`src/rtl/ioports_initiator_if.sv`:
```
// rtl/ioports_initiator_if.sv - request/response and UART byte-stream signal bundle for ioports_initiator
//
// Signals:
//   req, rw, addr[3:0], wdata[31:0]  request side, driven by the requester
//   busy, done, err, rdata[31:0]     status/result, driven by the initiator
//   txen, txdata[7:0]                byte load strobe to the UART transmitter
//   txready                          UART transmitter can accept a byte
//   rxready, rxdata[7:0]             byte strobe from the UART receiver
// Modports:
//   master  the initiator itself
//   slave   the requester plus UART side (bench or surrounding logic)

interface ioports_initiator_if;
    logic        req;
    logic        rw;
    logic [3:0]  addr;
    logic [31:0] wdata;
    logic        busy;
    logic        done;
    logic        err;
    logic [31:0] rdata;
    logic        txen;
    logic [7:0]  txdata;
    logic        txready;
    logic        rxready;
    logic [7:0]  rxdata;

    modport master (
        input  req, rw, addr, wdata, txready, rxready, rxdata,
        output busy, done, err, rdata, txen, txdata
    );

    modport slave (
        output req, rw, addr, wdata, txready, rxready, rxdata,
        input  busy, done, err, rdata, txen, txdata
    );
endinterface

```
`src/rtl/ioports_initiator.sv`:
```
// rtl/ioports_initiator.sv - byte-serial ioports command initiator (parallel request -> UART opcode/data stream)
//
// Ports:
//   clock    system clock (2 MHz)
//   reset_n  asynchronous reset, active low
//   bus      ioports_initiator_if.master:
//            req/rw/addr/wdata in, busy/done/err/rdata out,
//            txen/txdata out with txready in, rxready/rxdata in
//
// Write frame: opcode 0x80|addr, then wdata MSB first; no response.
// Read frame:  opcode addr, then four response bytes MSB first.

module ioports_initiator #(
    parameter int TIMEOUT_CYCLES = 20000,
    parameter int TOW            = 15
) (
    input  logic                 clock,
    input  logic                 reset_n,
    ioports_initiator_if.master  bus
);

    typedef enum logic [2:0] {
        IDLE,
        CHECK,
        TX_ISSUE,
        TX_GAP,
        RX_WAIT,
        FINISH
    } state_t;

    localparam logic [TOW-1:0] TLAST = TOW'(TIMEOUT_CYCLES - 1);

    state_t          state;
    logic            rw_q;
    logic [3:0]      addr_q;
    logic [31:0]     wdata_q;
    logic [2:0]      idx;
    logic [1:0]      rx_cnt;
    logic [TOW-1:0]  tcount;
    // Only the first three response bytes need holding; the fourth goes
    // straight into rdata together with these.
    logic [23:0]     asm_q;

    logic            busy_q;
    logic            done_q;
    logic            err_q;
    logic [31:0]     rdata_q;
    logic            txen_q;
    logic [7:0]      txdata_q;

    logic [7:0]      cur_byte;

    always_comb begin
        cur_byte = 8'h00;
        case (idx)
            3'd0:    cur_byte = {rw_q, 3'b000, addr_q};
            3'd1:    cur_byte = wdata_q[31:24];
            3'd2:    cur_byte = wdata_q[23:16];
            3'd3:    cur_byte = wdata_q[15:8];
            3'd4:    cur_byte = wdata_q[7:0];
            default: cur_byte = 8'h00;
        endcase
    end

    always_ff @(posedge clock or negedge reset_n) begin
        if (!reset_n) begin
            state    <= IDLE;
            rw_q     <= 1'b0;
            addr_q   <= 4'h0;
            wdata_q  <= 32'h0;
            idx      <= 3'd0;
            rx_cnt   <= 2'd0;
            tcount   <= '0;
            asm_q    <= 24'h0;
            busy_q   <= 1'b0;
            done_q   <= 1'b0;
            err_q    <= 1'b0;
            rdata_q  <= 32'h0;
            txen_q   <= 1'b0;
            txdata_q <= 8'h00;
        end else begin
            case (state)
                IDLE: begin
                    if (bus.req) begin
                        rw_q    <= bus.rw;
                        addr_q  <= bus.addr;
                        wdata_q <= bus.wdata;
                        busy_q  <= 1'b1;
                        state   <= CHECK;
                    end
                end

                CHECK: begin
                    // Only ports 0-7 are readable on the far side.
                    if (!rw_q && addr_q[3]) begin
                        done_q <= 1'b1;
                        err_q  <= 1'b1;
                        state  <= FINISH;
                    end else begin
                        idx   <= 3'd0;
                        state <= TX_ISSUE;
                    end
                end

                TX_ISSUE: begin
                    if (bus.txready) begin
                        txen_q   <= 1'b1;
                        txdata_q <= cur_byte;
                        state    <= TX_GAP;
                    end
                end

                TX_GAP: begin
                    // txready is not looked at here: the UART lowers it one
                    // clock after the load strobe.
                    txen_q <= 1'b0;
                    if (rw_q) begin
                        if (idx == 3'd4) begin
                            done_q <= 1'b1;
                            err_q  <= 1'b0;
                            state  <= FINISH;
                        end else begin
                            idx   <= idx + 3'd1;
                            state <= TX_ISSUE;
                        end
                    end else begin
                        tcount <= '0;
                        rx_cnt <= 2'd0;
                        state  <= RX_WAIT;
                    end
                end

                RX_WAIT: begin
                    // A byte arriving on the expiry cycle still counts.
                    if (bus.rxready) begin
                        asm_q  <= {asm_q[15:0], bus.rxdata};
                        tcount <= '0;
                        rx_cnt <= rx_cnt + 2'd1;
                        if (rx_cnt == 2'd3) begin
                            rdata_q <= {asm_q, bus.rxdata};
                            done_q  <= 1'b1;
                            err_q   <= 1'b0;
                            state   <= FINISH;
                        end
                    end else if (tcount == TLAST) begin
                        done_q <= 1'b1;
                        err_q  <= 1'b1;
                        state  <= FINISH;
                    end else begin
                        tcount <= tcount + 1'b1;
                    end
                end

                FINISH: begin
                    done_q <= 1'b0;
                    err_q  <= 1'b0;
                    busy_q <= 1'b0;
                    state  <= IDLE;
                end

                default: begin
                    state <= IDLE;
                end
            endcase
        end
    end

    assign bus.busy   = busy_q;
    assign bus.done   = done_q;
    assign bus.err    = err_q;
    assign bus.rdata  = rdata_q;
    assign bus.txen   = txen_q;
    assign bus.txdata = txdata_q;

endmodule

```
`src/flat_wrapper.sv`:
```
// flat-port wrapper written by rule: the top's interface ports become plain ports
module ioports_initiator_flat 
#(
    parameter int TIMEOUT_CYCLES = 20000,
    parameter int TOW            = 15
)
  (clock, reset_n, bus_req, bus_rw, bus_addr, bus_wdata, bus_txready, bus_rxready, bus_rxdata, bus_busy, bus_done, bus_err, bus_rdata, bus_txen, bus_txdata);
  ioports_initiator_if bus_i ();
  input  logic clock;
  input  logic reset_n;
  input wire logic [$bits(bus_i.req)-1:0] bus_req;
  input wire logic [$bits(bus_i.rw)-1:0] bus_rw;
  input wire logic [$bits(bus_i.addr)-1:0] bus_addr;
  input wire logic [$bits(bus_i.wdata)-1:0] bus_wdata;
  input wire logic [$bits(bus_i.txready)-1:0] bus_txready;
  input wire logic [$bits(bus_i.rxready)-1:0] bus_rxready;
  input wire logic [$bits(bus_i.rxdata)-1:0] bus_rxdata;
  output wire logic [$bits(bus_i.busy)-1:0] bus_busy;
  output wire logic [$bits(bus_i.done)-1:0] bus_done;
  output wire logic [$bits(bus_i.err)-1:0] bus_err;
  output wire logic [$bits(bus_i.rdata)-1:0] bus_rdata;
  output wire logic [$bits(bus_i.txen)-1:0] bus_txen;
  output wire logic [$bits(bus_i.txdata)-1:0] bus_txdata;
  assign bus_i.req = bus_req;
  assign bus_i.rw = bus_rw;
  assign bus_i.addr = bus_addr;
  assign bus_i.wdata = bus_wdata;
  assign bus_i.txready = bus_txready;
  assign bus_i.rxready = bus_rxready;
  assign bus_i.rxdata = bus_rxdata;
  assign bus_busy = bus_i.busy;
  assign bus_done = bus_i.done;
  assign bus_err = bus_i.err;
  assign bus_rdata = bus_i.rdata;
  assign bus_txen = bus_i.txen;
  assign bus_txdata = bus_i.txdata;
  ioports_initiator #(.TIMEOUT_CYCLES(TIMEOUT_CYCLES), .TOW(TOW)) u_core (.clock(clock), .reset_n(reset_n), .bus(bus_i));
endmodule
```
`config.mk`:
```
export PLATFORM = sky130hd
export DESIGN_NAME = ioports_initiator_flat
export DESIGN_NICKNAME = d
export VERILOG_FILES = /design/src/rtl/ioports_initiator_if.sv /design/src/rtl/ioports_initiator.sv /design/src/flat_wrapper.sv
export SDC_FILE = /design/constraint.sdc
export NUM_CORES = 1
export LEC_CHECK = 0
export BUFFER_PORTS_ARGS = -buffer_cell sky130_fd_sc_hd__buf_2
export CAP_MARGIN = 5
export CELL_PAD_IN_SITES_DETAIL_PLACEMENT = 0
export CELL_PAD_IN_SITES_GLOBAL_PLACEMENT = 1
export CORE_MARGIN = 4
export CORE_UTILIZATION = 49
export DETAILED_ROUTE_END_ITERATION = 7
export GPL_TIMING_DRIVEN = 0
export MAX_ROUTING_LAYER = met4
export PLACE_DENSITY = 0.81
export SYNTH_ARGS = -nofsm -noshare
export SYNTH_HDL_FRONTEND = slang
export SYNTH_SLANG_ARGS = --single-unit
export TNS_END_PERCENT = 100
```
`constraint.sdc`:
```
create_clock -name clock -period 6.91 [get_ports clock]
set_clock_uncertainty 0.15 [all_clocks]
set_input_delay 1.382 -clock clock [delete_from_list [all_inputs] [get_ports clock]]
set_output_delay 1.382 -clock clock [all_outputs]
set_load 0.02 [all_outputs]
```
Word-level counts from Yosys, hierarchy flattened
Index checks and enable logic that the tools add are counted.
Operators by class
  add/sub/neg operators: 3
  eq/ne operators: 23
  multiplexer cells: 37
  reductions and logical operators: 20
Operators by type and width (count)
  15-bit two-way mux: 3
  8-bit one-hot mux with 5 select lines: 1
  3-bit two-way mux: 11
  15-bit one-hot mux with 2 select lines: 1
  15-bit by 1-bit adder with 15-bit output, second input constant: 1
  15-bit equality test, second input constant: 1
  3-bit one-hot mux with 5 select lines: 1
  3-bit by 2-bit equality test with 1-bit output, second input constant: 4
  1-bit two-way mux: 12
  2-bit != test, second input constant: 6
  2-bit AND reduction: 5
  3-bit equality test, second input constant: 3
  3-bit AND reduction: 3
  1-bit one-hot mux with 4 select lines: 2
  4-bit AND reduction: 2
  2-bit nonzero test: 4
  3-bit by 1-bit equality test with 1-bit output, second input constant: 2
  3-bit logical NOT: 2
  2-bit by 1-bit != test with 1-bit output, second input constant: 3
  3-bit by 2-bit != test with 1-bit output, second input constant: 2
  3-bit one-hot mux with 2 select lines: 1
  6-bit AND reduction: 1
  2-bit two-way mux: 2
  1-bit one-hot mux with 2 select lines: 2
  other kinds (8): 8
Word-level totals
  bits in registers: 128
  input bits: 50
  output and inout port bits: 44
  logic and storage cells: 97

Longest topological paths before layout
Gate-level depths: netlist (run 1).
  depth after elaboration: 4
  gate-level depth with buffers: 8
  mapped depth without buffers: 6

Worst setup path after synthesis (run 1)
OpenSTA, ideal clock, no wires.
  path type: in2reg
  start point: in bus_req
  end point: reg u_core.addr_q[0]
  setup time: 125 ps
  arrival: 2495 ps
  required time: 6635 ps
  setup slack: 4140 ps
  stages on the path: 4
  path buffers: 1
  cell sequence: nand2b_1 > nor3_2 > buf_2 > mux2_2
Between the ends
  word-level cells in the longest chain between the ends: 1
RTL lines
  from (decl): RTL line flat_wrapper.sv:11  | input wire logic [$bits(bus_i.req)-1:0] bus_req;
  2-bit AND reduction (no source line)
  to (signal assigned): RTL line ioports_initiator.sv:86  | addr_q <= bus.addr;
  to (decl): RTL line ioports_initiator.sv:35  | logic [3:0] addr_q;
Every way passes these cells.
A chain may end at the register's enable or synchronous reset.

Worst setup path in the final report (run 1)
  start point: in bus_req
  end point: reg u_core.wdata_q[22]
Between the ends
  word-level cells in the longest chain between the ends: 1
RTL lines
  2-bit AND reduction (no source line)
  to (signal assigned): RTL line ioports_initiator.sv:87  | wdata_q <= bus.wdata;
  to (decl): RTL line ioports_initiator.sv:36  | logic [31:0] wdata_q;
Every way passes these cells.

==> impl_metrics.toml, run 1 <==
[outcome]
status = "completed"

[synthesis]
syn-cell-area_sq_um = 5565
postSynthAreaPerCell_sq_um = 13.19
ys_ff_latch = 128
ys_types = 53
async_flop_share_pct = 100.0
synthAdderAreaFrac_pct = 1.574
synth-simple-area-share_pct = 8.049
yosys_warnings = 0
synthMuxAreaShare_pct = 19.40
synth_top_family_by_area = "multiplexers"
syn_nets = 479
synth-edff-count = 0
synthXorXnorAreaFrac_pct = 0.4721
synth_top_flop_cell = "dfrtp_1"
synth_compound_area_share_pct = 10.30
syn-instance-count = 422
ys_seq_area_share_pct = 57.55

[power_and_ir_drop]
p_int_uw = 2025
swShare_pct = 28.95
clockPowerShare_pct = 36.5
p_switching_uw = 825.3
seq_power_share_pct = 39.4
peakVddDrop_v = 0.0002210
p_comb_share_pct = 24.1
p_per_area_nw_per_um2 = 411.2
leakage_uw = 0.003367

[sta]
relSlewSlack_pct = 38.31
max_freq_ghz = 0.3409
hold_viol = 0
fin_crit_sh_pct = 42.46
whs_ps = 330.7
tightestPinTransition_ps = 920.3
min_period_ps = 2934
finalSetupViolCount = 0
tns_ps = 0
drv_slew = 0
rsz0062_at_grt = "false"

[layout]
nets = 592
synthToLayoutAreaGrowth_pct = 24.57
final_layout_size_suffix_gt1_share_pct = 44.16
multi_input_area_sq_um = 2215
stdcell_area_sq_um = 6933
register_area_sq_um = 3203
fin_cells = 689
fill_cells = 867

[floorplan]
start_util_pct = 50.67
ioPinCount = 94
die_area_sq_um = 13130
coreArea_sq_um = 10980
chipWidth_um = 114.6
num_rows = 38
dieHeight_um = 114.6

[placement]
place_congestion = 0.8468
place_area_sq_um = 6240
portBuffers = 93
post-dp-hpwl_um = 8758
dp.cells = 656

[global_routing]
grt_pass1_vias = 4084
grt_antenna_before_repair = 1
grt_use_total_pct = 21.24
grt_pass1_wl_um = 20930
grt_max_degree = 79
overflow = 0

[routing]
route.detailed.drc = 0
routed_via_density = 5.678
wl_per_cell_um = 18.30
drt_iter0_drc = 306
vias = 3912
wirelength_um = 12610
first_pass_iters = 5
ant_nets = 0

[clock_tree]
cts_setup_buffers = 0
cts_made_buffers = 17
cts_tree = "yes"
cts_hold_buf = 0
clock_sinks = 128
clockBufferDepth = 2
cts_root_buffer = "clkbuf_16"
ctsResizeCount = 0
h-tree-depth = 4
clk_pin_slew_ps = 60
worstSkewPairLatency_ps = 410

[critical_path]
cp.arrival_ps = 3080
cp_slowest_stage_delay_ps = 710
cp-start-kind = "input port"
crit_fanout = 10
cp_slowest_cell = "nor3_2"
crit_top_cell = "buf_2"
cp-end-kind = "flop"
cp.required_ps = 7050
path_class = "in2reg"
path_cells = "buf_2, nand2b_1, nor3_2, buf_2, mux2_2"

[hold_path]
hp-class = "reg2reg"

[run]
max-cap-violations = 0
==> per-layer routing <==
layer | up-vias | routed length (um) | GRT usage [%]
met4 | 0 | 167 | 7.997
met2 | 90 | 6243 | 31.94
met5 | - | 0 | -
li1 | 1815 | - | -
met3 | 14 | 629 | 5.814
met1 | 1993 | 5569 | 27.59
==> kinds of logic (layout without fill, tap and decap cells) <==
family,Yosys count,in the layout
and+or+nand+nor,77,77
xor gates and xnor gates,3,3
AOI/OAI and AO/OA,78,78
DFF,128,128
adders and majority gates,7,7
muxes,96,96
other,0,1
buffers and inverters,33,159
==> final timing paths <==
kind	from	cells after the start	endpoint	slack (ps)
min reg2reg	u_core.rx_cnt[1]	2	u_core.rx_cnt[1]	330
max	bus_req	5	u_core.wdata_q[22]	3980
min in group asynchronous	reset_n	1	u_core.tcount[12]	760
min	u_core.rx_cnt[1]	2	u_core.rx_cnt[1]	330
max in group asynchronous	reset_n	2	u_core.addr_q[1]	5130
max reg2reg	u_core.idx[0]	8	u_core.idx[2]	4120
==> stage by stage <==
stage	utilization [%]	total power (uW)	worst slack, ps
3_3_place_gp	56.50	1780	2693
5_1_grt	63.12	3001	3916
2_1_floorplan	-	1601	4140
6_report	63.12	2851	3976
4_1_cts	63.10	2872	3986
3_5_place_dp	56.81	1820	3541
==> area by class of cell <==
| type | instances | area share, % |
|---|---|---|
| antenna | 1 | 0.03609 |
| inverter | 7 | 0.3790 |
| clock buffer | 18 | 6.190 |
| buffer | 26 | 1.751 |
| multi-input combinational | 261 | 31.94 |
| clock inverter | 14 | 3.772 |
| tap | 140 | 2.527 |
| sequential | 128 | 46.20 |
| timing repair buffer | 94 | 7.201 |
==> flip-flops by register name (all words and copies together), names as in the netlist, 2 cells and up <==
register,count
u_core.bus.rdata,32
u_core.wdata_q,32
u_core.asm_q,24
u_core.tcount,15
u_core.bus.txdata,8
u_core.addr_q,4
u_core.idx,3
u_core.state,3
u_core.rx_cnt,2
==> critical path, delay by kind of cell <==
family	cells	cell delay, ps
AND/OR/NAND/NOR	2	800
multiplexers	1	380
buffers and inverters	2	520
==> power by group through the flow <==
stage	sequential, uW	clock (uW)	combinational (uW)
6_report	1120	1040	687
3_5_place_dp	1130	0	688
5_1_grt	1150	1090	759
3_3_place_gp	1120	0	662
4_1_cts	1120	1060	693
2_1_floorplan	1120	0	485
==> placed cells by master (no fill, tap or decap), drive strengths merged, types with 10 or more instances in the layout <==
cell	Yosys	routed
clkbuf	10	28
dfrtp	128	128
a22oi	10	10
o21ai	14	14
mux2	95	95
nor2	14	14
nand2	13	13
a21oi	13	13
buf	16	110
==> synth_stat cells, types with 3 or more instances <==
cell type	instances	area [sq um]
nand2_1	13	48.80
ha_1	7	87.58
mux2_2	95	1070
nor3_1	3	15.01
inv_1	7	26.28
o2111ai_1	3	26.28
nand3b_1	3	22.52
buf_2	13	65.06
xor2_1	3	26.28
and4_1	3	26.28
nand3_1	8	40.04
or4_1	5	37.54
nor2_1	14	52.55
o21ai_0	14	70.07
a21o_1	4	30.03
a222oi_1	5	50.05
a22oi_1	10	75.07
nor4_1	5	31.28
and3_1	3	18.77
dfrtp_1	128	3203
a21oi_1	13	65.06
o31ai_1	5	37.54
clkbuf_1	10	37.54
a22o_1	8	70.07
nand4_1	4	25.02
Power figures use the tool's default switching activity.
==> run 2: changes to the inputs <==
- ABC_AREA: unset -> 1
- CORE_UTILIZATION: 49 -> 43
- PLACE_DENSITY: 0.81 -> 0.76
- clock period: 6.91 -> 3 ns (I/O delays scaled with it)
==> run 2 against run 1 <==
- non-clock buffer count decreased by 4
- worst hold slack worse by 67 ps
- via count is 17% higher
- combinational power is 150% higher
- wire length grew 9.1%
- clock power up 110%
- first-iteration DRC count is 16% lower
- utilization is 8.9 points lower
==> impl_metrics.toml, run 2 <==
[outcome]
status = "completed"

[placement]
portBuffers = 93
place_congestion = 0.8213
dp.cells = 897
post-dp-hpwl_um = 9953

[layout]
fin_util_pct = 54.23
final_common_cell = "nand2_1"
antenna_cells = 0
nets = 798
fin_cells = 929
layout_common_cells = "nand2_1, dfrtp_1, buf_2"
final_layout_size_suffix_gt1_share_pct = 25.90
synthToLayoutAreaGrowth_pct = 23.69
fill_cells = 1212

[floorplan]
start_util_pct = 43.84
die_area_sq_um = 15370
ioPinCount = 94
num_rows = 42
dieHeight_um = 124.0
chipWidth_um = 124.0
coreArea_sq_um = 13190

[synthesis]
ys_top_cells_by_area = "dfrtp_1, nand2_1, mux2_2, o21ai_0, nand3_1"
ys_ff_latch = 128
ys_types = 33
synth.most_common_cell = "nand2_1"
synth_top_area_share_pct = 55.39
synth_top_flop_cell = "dfrtp_1"
synth_compound_area_share_pct = 8.871
syn-instance-count = 627
synthMuxAreaShare_pct = 5.647
synth-edff-count = 0
async_flop_share_pct = 100.0
synthXorXnorAreaFrac_pct = 0.3029
synth_top_family_by_area = "simple AND/OR/NAND/NOR gates"
synth-simple-area-share_pct = 21.94
yosys_warnings = 0
syn_nets = 684
yosys-top-cells-count = "nand2_1, dfrtp_1, o21ai_0, inv_1, nand3_1"
postSynthAreaPerCell_sq_um = 9.223
ys_seq_area_share_pct = 55.39
synthAdderAreaFrac_pct = 1.514
syn-cell-area_sq_um = 5783
yosysTopAreaCell = "dfrtp_1"

[hold_path]
hp-class = "in2reg"

[routing]
routed_via_density = 4.913
drt_iter0_drc = 258
ant_nets = 0
wirelength_um = 13760
vias = 4564
first_pass_iters = 4
route.detailed.drc = 0
wl_per_cell_um = 14.81

[sta]
tns_ps = 0
rsz0062_at_grt = "false"
finalSetupViolCount = 0
fin_crit_sh_pct = 66.40
whs_ps = 263.6
tightestPinTransition_ps = 504.0
drv_slew = 0
min_period_ps = 1992
relSlewSlack_pct = 66.40
hold_viol = 0
max_freq_ghz = 0.5020

[critical_path]
crit_fanout = 10
cp.required_ps = 3150
cp-start-kind = "flop"
regToRegSetupSlack_ps = 1010
cp-end-kind = "flop"
cp.arrival_ps = 2140
path_class = "reg2reg"

[power_and_ir_drop]
total_power_uw = 6424
peakVddDrop_v = 0.0004805
p_per_area_nw_per_um2 = 898.0
leakage_uw = 0.003692

[clock_tree]
cts_setup_buffers = 0
cts_made_buffers = 17
cts_tree = "yes"
clock_sinks = 128
worstSkewPairLatency_ps = 420
cts_root_buffer = "clkbuf_16"
clockBufferDepth = 2
h-tree-depth = 4
clk_pin_slew_ps = 50

[global_routing]
grt_pass1_vias = 4702
overflow = 0
grt_max_degree = 101
grt_use_total_pct = 20.21
grt_antenna_before_repair = 0
grt_pass1_wl_um = 22960

[run]
max-cap-violations = 0
## run 2: worst max-delay path, cell delays in order, from the launching register on
cell	delay (ps)
dfrtp_1	420
ha_1	190
nand2_1	120
inv_1	70
nand2_1	80
nor2_1	170
nand2_1	160
nand2_4	150
nand2_4	90
buf_12	160
nand3_1	80
nand2_1	50
## run 2: cell families (layout without fill, tap and decap cells)
group | after synthesis | after routing
DFF | 128 | 128
muxes | 29 | 29
and+or+nand+nor | 287 | 287
adders and majority gates | 7 | 7
buffers and inverters | 82 | 208
AOI/OAI and AO/OA | 92 | 92
xor gates and xnor gates | 2 | 2
## run 2: final timing paths
path                                 startpoint              endpoint  cells after the start
max                            u_core.tcount[0]     u_core.tcount[11]                     11
max reg2reg                    u_core.tcount[0]     u_core.tcount[11]                     11
min in group asynchronous               reset_n  u_core.bus.rdata[30]                      2
min                               bus_wdata[13]    u_core.wdata_q[13]                      2
min reg2reg                u_core.bus.rdata[29]  u_core.bus.rdata[29]                      2
max in group asynchronous               reset_n     u_core.tcount[10]                      3
## run 2: power breakdown
group	internal [uW]	switching (uW)
sequential	2250	278
combinational	668	1020
clock	1480	732
## run 2: layout make-up
cell class                 instances  area [sq um]  share of cell area [%]
inverter                          61         234.0                   3.271
sequential                       128          3203                   44.78
clock buffer                      23         488.0                   6.822
multi-input combinational        417          2213                   30.94
buffer                            21         132.6                   1.854
clock inverter                     8         152.6                   2.134
timing repair buffer              95         509.2                   7.119
tap                              176         220.2                   3.079
## run 2: stage by stage
stage	worst slack, ps	instance area [sq um]
CTS	999.2	7153
global route	766.4	7153
floorplan	1280	5783
detailed placement	1016	6502
finish	1008	7153
global placement	-521.7	6469
## run 2: routing by layer
| layer | track usage, % | routed length [um] | up-vias |
|---|---|---|---|
| met4 | 7.461 | 253 | 0 |
| met2 | 32.54 | 6745 | 112 |
| met3 | 4.859 | 649 | 20 |
| met5 | - | 0 | - |
| li1 | - | - | 2280 |
| met1 | 24.95 | 6108 | 2152 |
## run 2: repair_timing
action                    CTS  global route
hold buffers                1             0
gates resized for setup     0             0
hold endpoints to repair   28             0
==> run 3: changes to the inputs <==
- ABC_AREA: 1 -> 0
- CORE_UTILIZATION: 43 -> 45
- PLACE_DENSITY: 0.76 -> 0.75
- clock period: 3 -> 2.05 ns (I/O delays scaled with it)
==> run 3 against run 2 <==
- the flow now finishes with violations (negative setup slack)
- total power increased by 45%
- wire length decreased by 7.6%
- setup slack got worse by 1000 ps
- register-to-register slack got worse by 1000 ps
- largest power group unchanged
- critical path type unchanged
==> impl_metrics.toml, run 3 (synthesized netlist as in run 1, its figures left out) <==
[critical_path]
cp-start-kind = "flop"
regToRegSetupSlack_ps = -10
cp-end-kind = "flop"
cp.arrival_ps = 2220
crit_fanout = 9
path_class = "reg2reg"
cp.required_ps = 2200

[power_and_ir_drop]
leakage_uw = 0.003369
p_per_area_nw_per_um2 = 1324
peakVddDrop_v = 0.0005997

[clock_tree]
clockBufferDepth = 2
h-tree-depth = 4
cts_made_buffers = 17
cts_tree = "yes"
clock_sinks = 128
cts_root_buffer = "clkbuf_16"
clk_pin_slew_ps = 60
worstSkewPairLatency_ps = 410

[sta]
max_freq_ghz = 0.4845
tightestPinTransition_ps = 511.8
worst_slack_ps = -14.01
drv_slew = 0
relSlewSlack_pct = 65.88
fin_crit_sh_pct = 100.7
min_period_ps = 2064
hold_viol = 0
whs_ps = 79.00
rsz0062_at_grt = "true"
finalSetupViolCount = 1

[routing]
vias = 3880
drt_iter0_drc = 310
wirelength_um = 12710
routed_via_density = 5.404
wl_per_cell_um = 17.69
ant_nets = 0
route.detailed.drc = 0
first_pass_iters = 5

[layout]
final_common_cell = "dfrtp_1"
antenna_cells = 0
synthToLayoutAreaGrowth_pct = 26.48
layout_common_cells = "dfrtp_1, mux2_2, buf_2"
nets = 594
fin_cells = 718
stdcell_area_sq_um = 7039
final_layout_size_suffix_gt1_share_pct = 48.36

[global_routing]
grt_antenna_before_repair = 0
top_usage_layer = "met2"
overflow = 0
grt_max_degree = 76
grt_pass1_wl_um = 21020
grt_pass1_vias = 4101
grt_use_total_pct = 19.42
grt_use_met1_pct = 24.44
use_met2_pct = 29.92
grt_util_met3_pct = 6.980

[placement]
dp.cells = 684
place_congestion = 0.8065
place_area_sq_um = 6282
portBuffers = 93
place_ws_ps = -396.3
post-dp-hpwl_um = 8698

[floorplan]
num_rows = 40
coreArea_sq_um = 12060
start_util_pct = 46.14
die_area_sq_um = 14210
chipWidth_um = 119.2
dieHeight_um = 119.2
ioPinCount = 94

[hold_path]
hp-class = "in2reg"

[run]
max-cap-violations = 0

[outcome]
status = "finished, violations left"
violations = "negative setup slack"
==> run 3: per-layer routing <==
metal / share of wire (%) / wire length, um
met4: 1.1 / 140
met3: 6.1 / 770
met5: 0 / 0
met1: 45 / 5697
met2: 48 / 6095
==> run 3: worst max-delay path, stage by stage (launching register included) <==
cell      delay, ps
dfrtp_1         370
buf_6           140
or3b_2          450
clkbuf_1        170
o21ai_1         190
a21oi_1         180
a211o_1         310
==> run 3: cell type report <==
type                       instances  area [sq um]
fill                            1027          5022
sequential                       128          3206
multi-input combinational        262          2313
timing repair buffer             103         569.3
clock buffer                      21         460.4
tap                              168         210.2
clock inverter                    11         137.6
buffer                            18         116.4
inverter                           7         26.28
==> run 3: through the flow <==
step | util [%] | TNS (ps) | total power, uW
floorplan | - | 0 | 5410
global placement | 51.81 | -176150 | 6037
detailed placement | 52.09 | -20610 | 6141
CTS | 57.86 | 0 | 9354
global route | 58.36 | -1355 | 9877
finish | 58.36 | -14.01 | 9317
==> run 3: report_power, final <==
part           switching (uW)  internal [uW]
registers                 523           3300
logic                    1210           1260
clock network            1070           1960
==> run 3: what timing repair did <==
item	CTS	global route
hold endpoints to repair	53	0
buffers inserted	5	3
pin swaps	6	8
cloned	0	1
hold buffers	1	0
resized for setup	24	14
setup endpoints to repair	108	94
==> run 3: path summary, 6_finish.rpt <==
| kind | startpoint | to | depth (start not counted) |
|---|---|---|---|
| max in group asynchronous | reset_n | u_core.bus.rdata[29] | 3 |
| max | u_core.state[1] | u_core.tcount[4] | 6 |
| min reg2reg | u_core.bus.txen | u_core.bus.txen | 2 |
| min | bus_wdata[8] | u_core.wdata_q[8] | 2 |
| max reg2reg | u_core.state[1] | u_core.tcount[4] | 6 |
| min in group asynchronous | reset_n | u_core.state[1] | 2 |
